==> src/rtl/serial_sub_pkg.sv <==
// Shared definitions for the bit-serial subtractor: FSM state encoding and default width.
package serial_sub_pkg;

  localparam int DEFAULT_WIDTH = 8;

  typedef enum logic [1:0] {
    S_IDLE  = 2'd0,
    S_SHIFT = 2'd1,
    S_DONE  = 2'd2
  } state_t;

endpackage

==> src/rtl/full_subtractor.sv <==
// One-bit full subtractor cell: d = a - b - bin, bout set when the column needs a borrow.
module full_subtractor (
  input  logic a,
  input  logic b,
  input  logic bin,
  output logic d,
  output logic bout
);

  assign d    = a ^ b ^ bin;
  assign bout = (~a & b) | (~(a ^ b) & bin);

endmodule

==> src/rtl/serial_subtractor.sv <==
// Bit-serial unsigned subtractor: a - b, LSB first, one full-subtractor cell reused WIDTH times.
module serial_subtractor
  import serial_sub_pkg::*;
#(
  parameter int WIDTH = DEFAULT_WIDTH
) (
  input  logic             clk,
  input  logic             rst,
  input  logic             start,
  input  logic [WIDTH-1:0] a,
  input  logic [WIDTH-1:0] b,
  output logic             busy,
  output logic             done,
  output logic [WIDTH-1:0] diff,
  output logic             borrow
);

  localparam int CW = $clog2(WIDTH + 1);

  state_t           state;
  logic [CW-1:0]    cnt;
  logic             br;
  logic [WIDTH-1:0] a_sr;
  logic [WIDTH-1:0] b_sr;
  logic [WIDTH-2:0] res_sr;
  logic [WIDTH-1:0] res_next;
  logic             d_bit;
  logic             br_next;
  logic             accept;
  logic             last_shift;

  full_subtractor u_fs (
    .a    (a_sr[0]),
    .b    (b_sr[0]),
    .bin  (br),
    .d    (d_bit),
    .bout (br_next)
  );

  // The result register holds only the WIDTH-1 bits already produced; the
  // current cell output completes the word on the final shift edge.
  assign res_next   = {d_bit, res_sr};
  assign accept     = start && ((state == S_IDLE) || (state == S_DONE));
  assign last_shift = (state == S_SHIFT) && (cnt == CW'(WIDTH - 1));

  // NOTE: sequential state uses non-blocking (<=) so every register samples
  // the pre-edge values, independent of statement order.
  always_ff @(posedge clk) begin
    if (rst) begin
      state  <= S_IDLE;
      cnt    <= '0;
      br     <= 1'b0;
      busy   <= 1'b0;
      done   <= 1'b0;
      diff   <= '0;
      borrow <= 1'b0;
    end else begin
      case (state)
        S_IDLE, S_DONE: begin
          done <= 1'b0;
          if (start) begin
            state <= S_SHIFT;
            cnt   <= '0;
            br    <= 1'b0;
            busy  <= 1'b1;
          end else begin
            state <= S_IDLE;
          end
        end
        S_SHIFT: begin
          cnt <= cnt + 1'b1;
          br  <= br_next;
          if (last_shift) begin
            state  <= S_DONE;
            busy   <= 1'b0;
            done   <= 1'b1;
            diff   <= res_next;
            borrow <= br_next;
          end
        end
        default: begin
          state <= S_IDLE;
          busy  <= 1'b0;
          done  <= 1'b0;
        end
      endcase
    end
  end

  // NOTE: the operand and result shift registers carry no reset; they are
  // always loaded on accept before being read, so a reset would only cost area.
  always_ff @(posedge clk) begin
    if (accept) begin
      a_sr <= a;
      b_sr <= b;
    end else if (state == S_SHIFT) begin
      a_sr   <= a_sr >> 1;
      b_sr   <= b_sr >> 1;
      res_sr <= res_next[WIDTH-1:1];
    end
  end

endmodule

==> config.mk <==
export PLATFORM = sky130hd
export DESIGN_NAME = serial_subtractor
export DESIGN_NICKNAME = d
export VERILOG_FILES = /design/src/rtl/serial_sub_pkg.sv /design/src/rtl/full_subtractor.sv /design/src/rtl/serial_subtractor.sv
export SDC_FILE = /design/constraint.sdc
export NUM_CORES = 1
export LEC_CHECK = 0
export CORE_MARGIN = 8
export CORE_UTILIZATION = 30
export CTS_CLUSTER_DIAMETER = 120
export CTS_CLUSTER_SIZE = 25
export DETAILED_ROUTE_END_ITERATION = 8
export SLEW_MARGIN = 10
export SYNTH_ARGS = -nofsm -noshare
export SYNTH_HDL_FRONTEND = slang
export SYNTH_HIERARCHICAL = 1
export SYNTH_SLANG_ARGS = --single-unit
==> constraint.sdc <==
create_clock -name clk -period 1.4 [get_ports clk]
set_clock_uncertainty 0.15 [all_clocks]
set_input_delay 0.42 -clock clk [delete_from_list [all_inputs] [get_ports clk]]
set_output_delay 0.42 -clock clk [all_outputs]
set_load 0.01 [all_outputs]
; ---- Word-level counts from Yosys, hierarchy flattened
; Cells that the tools add are included.
[classes]
n_addsub = 1
eq_ne = 5
mux = 14
bitwise_logic = 9
reduce_logical = 12
[ops]
columns = operator, n
row1 = 2-to-1 mux 8 bit, 4
row2 = case mux 4 bit (2 select lines), 1
row3 = AND reduction 2 bit, 4
row4 = adder 4 x 1 -> 4 bit (second input constant), 1
row5 = == test 4 x 3 -> 1 bit (second input constant), 1
row6 = 2-to-1 mux 1 bit, 4
row7 = 2-to-1 mux 4 bit, 1
row8 = != test 2 bit (second input constant), 2
row9 = inverter 1 bit, 4
row10 = case mux 1 bit (2 select lines), 2
row11 = case mux 2 bit (2 select lines), 1
row12 = nonzero test 2 bit, 2
row13 = OR reduction 2 bit, 2
row14 = AND 1 bit, 2
row15 = == test 2 x 1 -> 1 bit (second input constant), 1
row16 = == test 2 bit (second input constant), 1
row17 = logical AND 1 bit, 2
row18 = logical NOT 2 bit, 1
row19 = 2-to-1 mux 2 bit, 1
row20 = XOR 1 bit, 2
row21 = logical OR 1 bit, 1
row22 = OR 1 bit, 1
[word_totals]
register_bits = 41
in_bits = 19
wordCells = 51

; ---- Logic depth before layout (Yosys ltp)
; Gate-level depths: netlist of run 1.
[depth]
depth_word = 5
mapped_depth = 5
ltp_nobuf = 5

; ---- Cells and area by module
; The synthesis of run 1 kept the hierarchy.
[modules_own_cells]
columns = mod, n_inst, cells_each, area_per_inst_um2, seq_area_each_um2
row1 = serial_subtractor, 1, 152, 1654.1, 1051.0
row2 = full_subtractor, 1, 4, 31.3, 0.0

; ---- Worst setup path before layout of run 1
; Ideal clock, no wire load.
[synth_path]
kind = input-to-reg
from = input port start
to = register a_sr[0] (enable)
setup_ns = 0.373
arrival_time_ns = 1.004
t_required_ns = 0.877
slack_ns = -0.128
stages = 3
n_path_buf = 1
cell_sequence = nand2b_1 > buf_2 > nand2_1
[synth_between]
elab_chain_len = 2
[synth_rtl]
columns = item, line
row1 = from (decl), serial_subtractor.sv:9  ; input logic start,
row2 = logical AND 1 bit, serial_subtractor.sv:43  ; assign accept = start && ((state == S_IDLE) || (state == S_DONE));
row3 = nonzero test 2 bit (no source line), n/a
row4 = to (signal assigned), serial_subtractor.sv:97  ; a_sr <= a_sr >> 1;
row5 = to (decl), serial_subtractor.sv:23  ; logic [WIDTH-1:0] a_sr;
; Every way passes these cells.
; A chain may end at the register's enable or synchronous reset.

; ---- Worst setup path in the final report of run 1
[layout_path]
from = register cnt[1]
to = register diff[6]
[layout_between]
elab_chain_len = 3
[layout_rtl]
columns = item, line
row1 = from (decl), serial_subtractor.sv:21  ; logic [CW-1:0] cnt;
row2 = from (signal assigned), serial_subtractor.sv:71  ; cnt <= cnt + 1'b1;
row3 = == test 4 x 3 -> 1 bit, serial_subtractor.sv:44  ; assign last_shift = (state == S_SHIFT) && (cnt == CW'(WIDTH - 1));
row4 = logical AND 1 bit, serial_subtractor.sv:44
row5 = AND reduction 2 bit (no source line), n/a
row6 = to (signal assigned), serial_subtractor.sv:77  ; diff <= res_next;
row7 = to (decl), serial_subtractor.sv:14  ; output logic [WIDTH-1:0] diff,
; Every way passes these cells.

==> results of run 1 <==
## power groups by stage
| stage | registers (mW) | logic [mW] | clock network (mW) |
|---|---|---|---|
| 4_1_cts | 1.42 | 0.337 | 0.945 |
| 3_5_place_dp | 1.44 | 0.293 | 0 |
| 5_1_grt | 1.43 | 0.381 | 1.00 |
| 2_1_floorplan | 1.43 | 0.159 | 0 |
| 3_3_place_gp | 1.44 | 0.287 | 0 |
| 6_report | 1.42 | 0.337 | 0.914 |
## what timing repair did
item	in CTS	in global routing
pin swaps	0	3
hold buffers	0	0
resized for setup	53	7
buffers inserted	2	0
setup endpoints to repair	44	28
cloned	1	0
## cell type report
cell class | instances | area share (%)
Sequential cell | 41 | 44.9
Multi-Input combinational cell | 102 | 25.6
Timing Repair Buffer | 49 | 20.3
Tap cell | 72 | 3.83
Clock buffer | 6 | 3.08
Clock inverter | 2 | 1.49
Inverter | 5 | 0.797
## registers in the layout (all words and copies together) (netlist names)
signal	cells
diff	8
busy	1
borrow	1
res_sr	7
br	1
a_sr	8
done	1
b_sr	8
state	2
cnt	4
## routing by layer
metal / share of wire [%] / wire length (um) / vias up / GRT usage, %
met5: 0 / 0 / - / 0
met3: 6.9 / 216 / 2 / 3.37
met1: 48 / 1500 / 529 / 10.5
met2: 44 / 1370 / 32 / 11.4
met4: 0.61 / 19 / 0 / 2.46
li1: - / - / 608 / -
## final timing paths
kind	from	to	slack, ns	cells past startpoint
worst max-delay path	cnt[1]$_SDFFE_PP0P_	diff[6]$_SDFFE_PP0P_	0.04	5
worst min-delay path	done$_SDFFE_PP0P_	done$_SDFFE_PP0P_	0.30	2
worst max register to register	cnt[1]$_SDFFE_PP0P_	diff[6]$_SDFFE_PP0P_	0.04	5
worst min register to register	done$_SDFFE_PP0P_	done$_SDFFE_PP0P_	0.30	2
## synthesized netlist by cell type, drive strengths merged
master	count	area share, %
nand2	45	10
a21oi	6	1.8
o211ai	1	0.45
ha	1	0.74
a311oi	1	0.52
nand3	4	1.2
nor3	1	0.30
mux2i	9	5.3
a211oi	2	0.89
nand2b	23	8.5
or3	1	0.37
fa	1	1.2
nor2b	1	0.37
inv	5	1.1
buf	5	1.9
nor2	3	1.1
clkbuf	3	0.67
edfxtp	23	41
dfxtp	18	21
nand3b	1	0.45
and2	2	0.74
## stage by stage
stage | util, % | std cells | TNS [ns] | power, mW
6_report | 43.0 | 277 | 0 | 2.67
5_1_grt | 43.0 | 277 | -0.0688 | 2.81
4_1_cts | 42.5 | 277 | 0 | 2.70
3_5_place_dp | 40.3 | 266 | -13.36 | 1.73
3_3_place_gp | 40.3 | 266 | -12.80 | 1.73
2_1_floorplan | - | 156 | 0 | 1.59
## tightest hold or removal path: stages (launching register included)
cell and delay (ns):
sky130_fd_sc_hd__dfxtp_1 0.31, sky130_fd_sc_hd__inv_1 0.05, sky130_fd_sc_hd__a211oi_1 0.05
## cells by family after synthesis
logic type / Yosys count
AO/OA/AOI/OAI: 10
adder cells (fa/ha/maj): 2
buffers and inverters: 13
flip-flops: 41
multiplexers: 9
AND/OR/NAND/NOR: 81
==> results by group, run 1 <==
STA
  • RSZ-0062 raised after global routing: yes
  • Max-Slew Margin vs Limit: 85.6%
  • Hold slack: 0.303 ns
  • Final worst path period need: 1.36 ns
  • Max Fclk: 737 MHz
  • Slew at the pin closest to its max-slew limit: 0.214 ns
  • Max Transition Viols Final: 0
  • Final critical-path share of the clock period: 96.9%
  • Number of hold violations in the final report: 0
  • Endpoints failing setup: 0
  • Worst-case setup margin in the final layout: 0.0433 ns

Finish
  • Area of combinational cells with multiple inputs: 603 um^2
  • Inserted Diodes: 0
  • Sequential cell area: 0.00106 mm^2
  • Layout cells sized above 1: 23.9%
  • Layout net count: 225
  • Count of filler cells inserted in the layout: 534
  • Non-Filler Cell Area, Final: 0.00235 mm^2
  • Most common library cell in the layout ignoring fill and taps: sky130_fd_sc_hd__nand2_1
  • Most used cells in the layout excluding fill and tap cells: sky130_fd_sc_hd__nand2_1, sky130_fd_sc_hd__edfxtp_1, sky130_fd_sc_hd__nand2b_1, sky130_fd_sc_hd__clkdlybuf4s50_1, sky130_fd_sc_hd__dfxtp_1
  • Layout overhead on the synthesized area: 39.7%

Setup path
  • Max incr delay on CP: 0.38 ns
  • Crit path kind: reg2reg
  • Max FO, Critical Path: 9
  • CP bufs+invs: 1
  • Capturing element type of the critical path: flop
  • Cell with the largest stage delay on the worst path: sky130_fd_sc_hd__dfxtp_2
  • Type of origin of the critical path: flop
  • Worst path cell trace: ha_4, nand3b_1, nor2_4, buf_12, mux2i_1
  • Arrival time worst endpoint: 1.41 ns
  • Top cell family by delay on the critical path: flip-flops
  • Required time worst endpoint: 1.46 ns

Synthesis
  • Count of different cell masters after synthesis: 24
  • Dominant combinational cell family by area after synthesis: simple AND/OR/NAND/NOR gates
  • Number of nets in the synthesized netlist: 177
  • Simple-Gate Fraction of Synth Area: 23.1%
  • Post-synthesis adder-cell area fraction: 1.93%
  • Post-synthesis xor/xnor area fraction: 0%
  • Share of the yosys chip area belonging to registers: 62.4%
  • Total of warnings raised by yosys: 6
  • Cell count after synthesis: 156
  • Complex-gate fraction of the synthesized area: 3.64%
  • Post-synthesis instance area: 0.00169 mm^2
  • Multiplexer share of the synthesized area: 5.35%
  • Syn avg cell area: 10.8 um^2
  • Register bit total from synthesis: 41

Drt
  • Number of DRC violations after detailed routing: 0
  • Routed WL per cell: 11.2 um
  • Length of the first detailed-routing pass in iterations: 4
  • Total wire length: 3110 um
  • Vias: 1171
  • Final antenna-violating net count: 0
  • Drt first-iter violations: 45
  • Post-detailed-route via-to-cell ratio: 4.23

Power
  • Internal cell power: 2.10 mW
  • Gate power share: 12.6%
  • Switching power: 568 uW
  • Clk network pwr share: 34.2%
  • Peak ir drop on the vdd network: 0.564 mV
  • Leakage power: 0.950 nW
  • Proportion of total power due to net switching: 21.3%
  • Part of the total power dissipated in sequential elements: 53.1%
  • Cell Pwr Density: 1130 mW/mm^2

Global route
  • Vias in the first global route: 1182
  • Largest net degree at the start of global routing: 28
  • Overall routing resource usage: 7.93%
  • Initial antenna violation count: 0
  • Global-route wire length before repair: 5440 um
  • Remaining global-route overflow: 0

Die
  • Floorplan row count: 27
  • Die ar.: 0.00827 mm^2
  • Die Y: 91.0 um
  • Core area: 0.00547 mm^2
  • Die span in x: 91.0 um
  • Number of primary I/O pins: 30
  • Initial Util: 30.8%

Clocking
  • Number of sinks driven by the clock tree: 41
  • Deepest clock path buffer count: 2
  • CTS tree: done
  • Clk Latency, worst-skew pair: 0.28 ns
  • Clock transition time at the flip-flop clock pins of the worst setup and hold paths: 0.08 ns
  • Number of levels the H-tree was split into: 2
  • CTS root buf: sky130_fd_sc_hd__clkbuf_8
  • Total clock buffers created by CTS: 5

Min path
  • Worst hold path type: reg2reg

Outcome
  • Result of the run: complete, no violations

Job
  • MaxCap Viol Count: 0

Placement
  • Last weighted congestion value of the routability-driven placer: 0.771
  • Port bufs: 29
  • Placed wire-length estimate: 2080 um
  • Post-place setup slack: -0.351 ns
  • Instance area after placement: 0.00220 mm^2
Note: power is estimated with default switching activity, not from simulation.
==> inputs of run 2 (changes only) <==
- TNS_END_PERCENT: not set -> 10
==> results by group, run 2 (same netlist as run 1, synthesis figures left out) <==
Outcome
  • Result of the run: complete, no violations

STA
  • RSZ-0062 raised after global routing: yes
  • Slew at the pin closest to its max-slew limit: 0.214 ns
  • Number of hold violations in the final report: 0
  • TNS Setup: 0 ns
  • Max Transition Viols Final: 0
  • Max Fclk: 737 MHz
  • Hold slack: 0.303 ns
  • Max-Slew Margin vs Limit: 85.6%
  • Final worst path period need: 1.36 ns
  • Final critical-path share of the clock period: 96.9%
  • Endpoints failing setup: 0

Die
  • Initial Util: 30.8%
  • Die Y: 91.0 um
  • Die ar.: 0.00827 mm^2
  • Floorplan row count: 27
  • Core area: 0.00547 mm^2
  • Die span in x: 91.0 um
  • Number of primary I/O pins: 30

Job
  • MaxCap Viol Count: 0

Power
  • Cell Pwr Density: 1130 mW/mm^2
  • Peak ir drop on the vdd network: 0.564 mV
  • Leakage power: 0.950 nW

Finish
  • Layout overhead on the synthesized area: 39.8%
  • Largest regs: a_sr: 8 flops, b_sr: 8 flops, diff: 8 flops
  • Layout cells sized above 1: 24.4%
  • Inserted Diodes: 0
  • Area of combinational cells with multiple inputs: 603 um^2
  • Most used cells in the layout excluding fill and tap cells: sky130_fd_sc_hd__nand2_1, sky130_fd_sc_hd__edfxtp_1, sky130_fd_sc_hd__nand2b_1, sky130_fd_sc_hd__clkdlybuf4s50_1, sky130_fd_sc_hd__dfxtp_1
  • Count of filler cells inserted in the layout: 533
  • Final standard cell count with taps included and fillers excluded: 277
  • Layout net count: 225
  • Non-Filler Cell Area, Final: 0.00236 mm^2
  • Sequential cell area: 0.00106 mm^2
  • Most common library cell in the layout ignoring fill and taps: sky130_fd_sc_hd__nand2_1

Drt
  • Drt first-iter violations: 44
  • Post-detailed-route via-to-cell ratio: 4.23
  • Met3 WL post-DR: 216 um
  • Uppermost layer routed: met4
  • Vias: 1171
  • Total wire length: 3110 um
  • Routed WL per cell: 11.2 um
  • Number of DRC violations after detailed routing: 0
  • Length of the first detailed-routing pass in iterations: 4
  • Detailed-routing wirelength on met1: 1500 um
  • Met2 WL post-DR: 1370 um
  • Final antenna-violating net count: 0

Global route
  • Vias in the first global route: 1182
  • Remaining global-route overflow: 0
  • Initial antenna violation count: 0
  • Overall routing resource usage: 7.93%
  • Largest net degree at the start of global routing: 28
  • Global-route wire length before repair: 5440 um

Clocking
  • Total clock buffers created by CTS: 5
  • CTS tree: done
  • Clk Latency, worst-skew pair: 0.28 ns
  • CTS root buf: sky130_fd_sc_hd__clkbuf_8
  • Deepest clock path buffer count: 2
  • Number of sinks driven by the clock tree: 41
  • Number of levels the H-tree was split into: 2
  • Clock transition time at the flip-flop clock pins of the worst setup and hold paths: 0.08 ns

Placement
  • Last weighted congestion value of the routability-driven placer: 0.771
  • Cells after DPL: 266
  • Instance area after placement: 0.00220 mm^2
  • Placed wire-length estimate: 2080 um
  • Port bufs: 29

Setup path
  • Max FO, Critical Path: 9
  • Crit path kind: reg2reg
  • Cell with the largest stage delay on the worst path: sky130_fd_sc_hd__dfxtp_2
  • Capturing element type of the critical path: flop
  • Required time worst endpoint: 1.46 ns
  • Arrival time worst endpoint: 1.41 ns
  • Worst path cell trace: ha_4, nand3b_1, nor2_4, buf_12, mux2i_1
  • Max incr delay on CP: 0.38 ns
  • Type of origin of the critical path: flop

Min path
  • Worst hold path type: reg2reg
## run 2: cell types whose count changed in the layout (fill, tap and decap cells not counted)
| cell | previous run | this run |
|---|---|---|
| sky130_fd_sc_hd__dfxtp_1 | 13 | 12 |
| sky130_fd_sc_hd__dfxtp_2 | 5 | 6 |
## run 2: worst paths after layout
kind	start	end	slack, ns	cells after the start
hold reg to reg	done$_SDFFE_PP0P_	done$_SDFFE_PP0P_	0.30	2
setup reg to reg	cnt[1]$_SDFFE_PP0P_	diff[6]$_SDFFE_PP0P_	0.04	5
setup / recovery	cnt[1]$_SDFFE_PP0P_	diff[6]$_SDFFE_PP0P_	0.04	5
hold / removal	done$_SDFFE_PP0P_	done$_SDFFE_PP0P_	0.30	2
## run 2: what timing repair did
action / 4_1_cts / 5_1_grt
setup buffers: 2 / 0
setup endpoints to repair: 44 / 29
hold endpoints to repair: 0 / 0
hold buffers: 0 / 0
pin swaps: 0 / 3
gates cloned: 1 / 0
resized for setup: 52 / 9
## run 2: worst max-delay path, delay by kind of cell (launching register included)
family        cells  cell delay, ns
buf+inv           1            0.14
flops             1            0.38
fa+ha+maj         1            0.15
mux               1            0.18
simple gates      2            0.28
## run 2: where the power goes
group / switching [mW] / internal (mW)
Clock: 0.385 / 0.529
Sequential: 0.0335 / 1.39
Combinational: 0.150 / 0.187
## run 2: routing by layer
metal	up-vias	GRT usage, %
met5	-	0
met4	0	2.46
met3	2	3.37
met2	32	11.4
met1	529	10.5
li1	608	-
## run 2: per-stage QoR
step | power, mW | util (%) | setup WS (ns)
after global routing | 2.81 | 43.0 | -0.0374
after detailed placement | 1.73 | 40.3 | -0.351
final | 2.67 | 43.0 | 0.0433
after CTS | 2.70 | 42.6 | -0.0133
after floorplan | 1.59 | - | 0.00894
after global placement | 1.73 | 40.3 | -0.335
## run 2: layout make-up
type	count	share of cell area, %
well taps	72	3.82
clock inverters	2	1.49
clock buffers	6	3.08
repair buffers	49	20.3
multi-input cells	102	25.6
flip-flops and latches	41	44.9
inverters	5	0.797
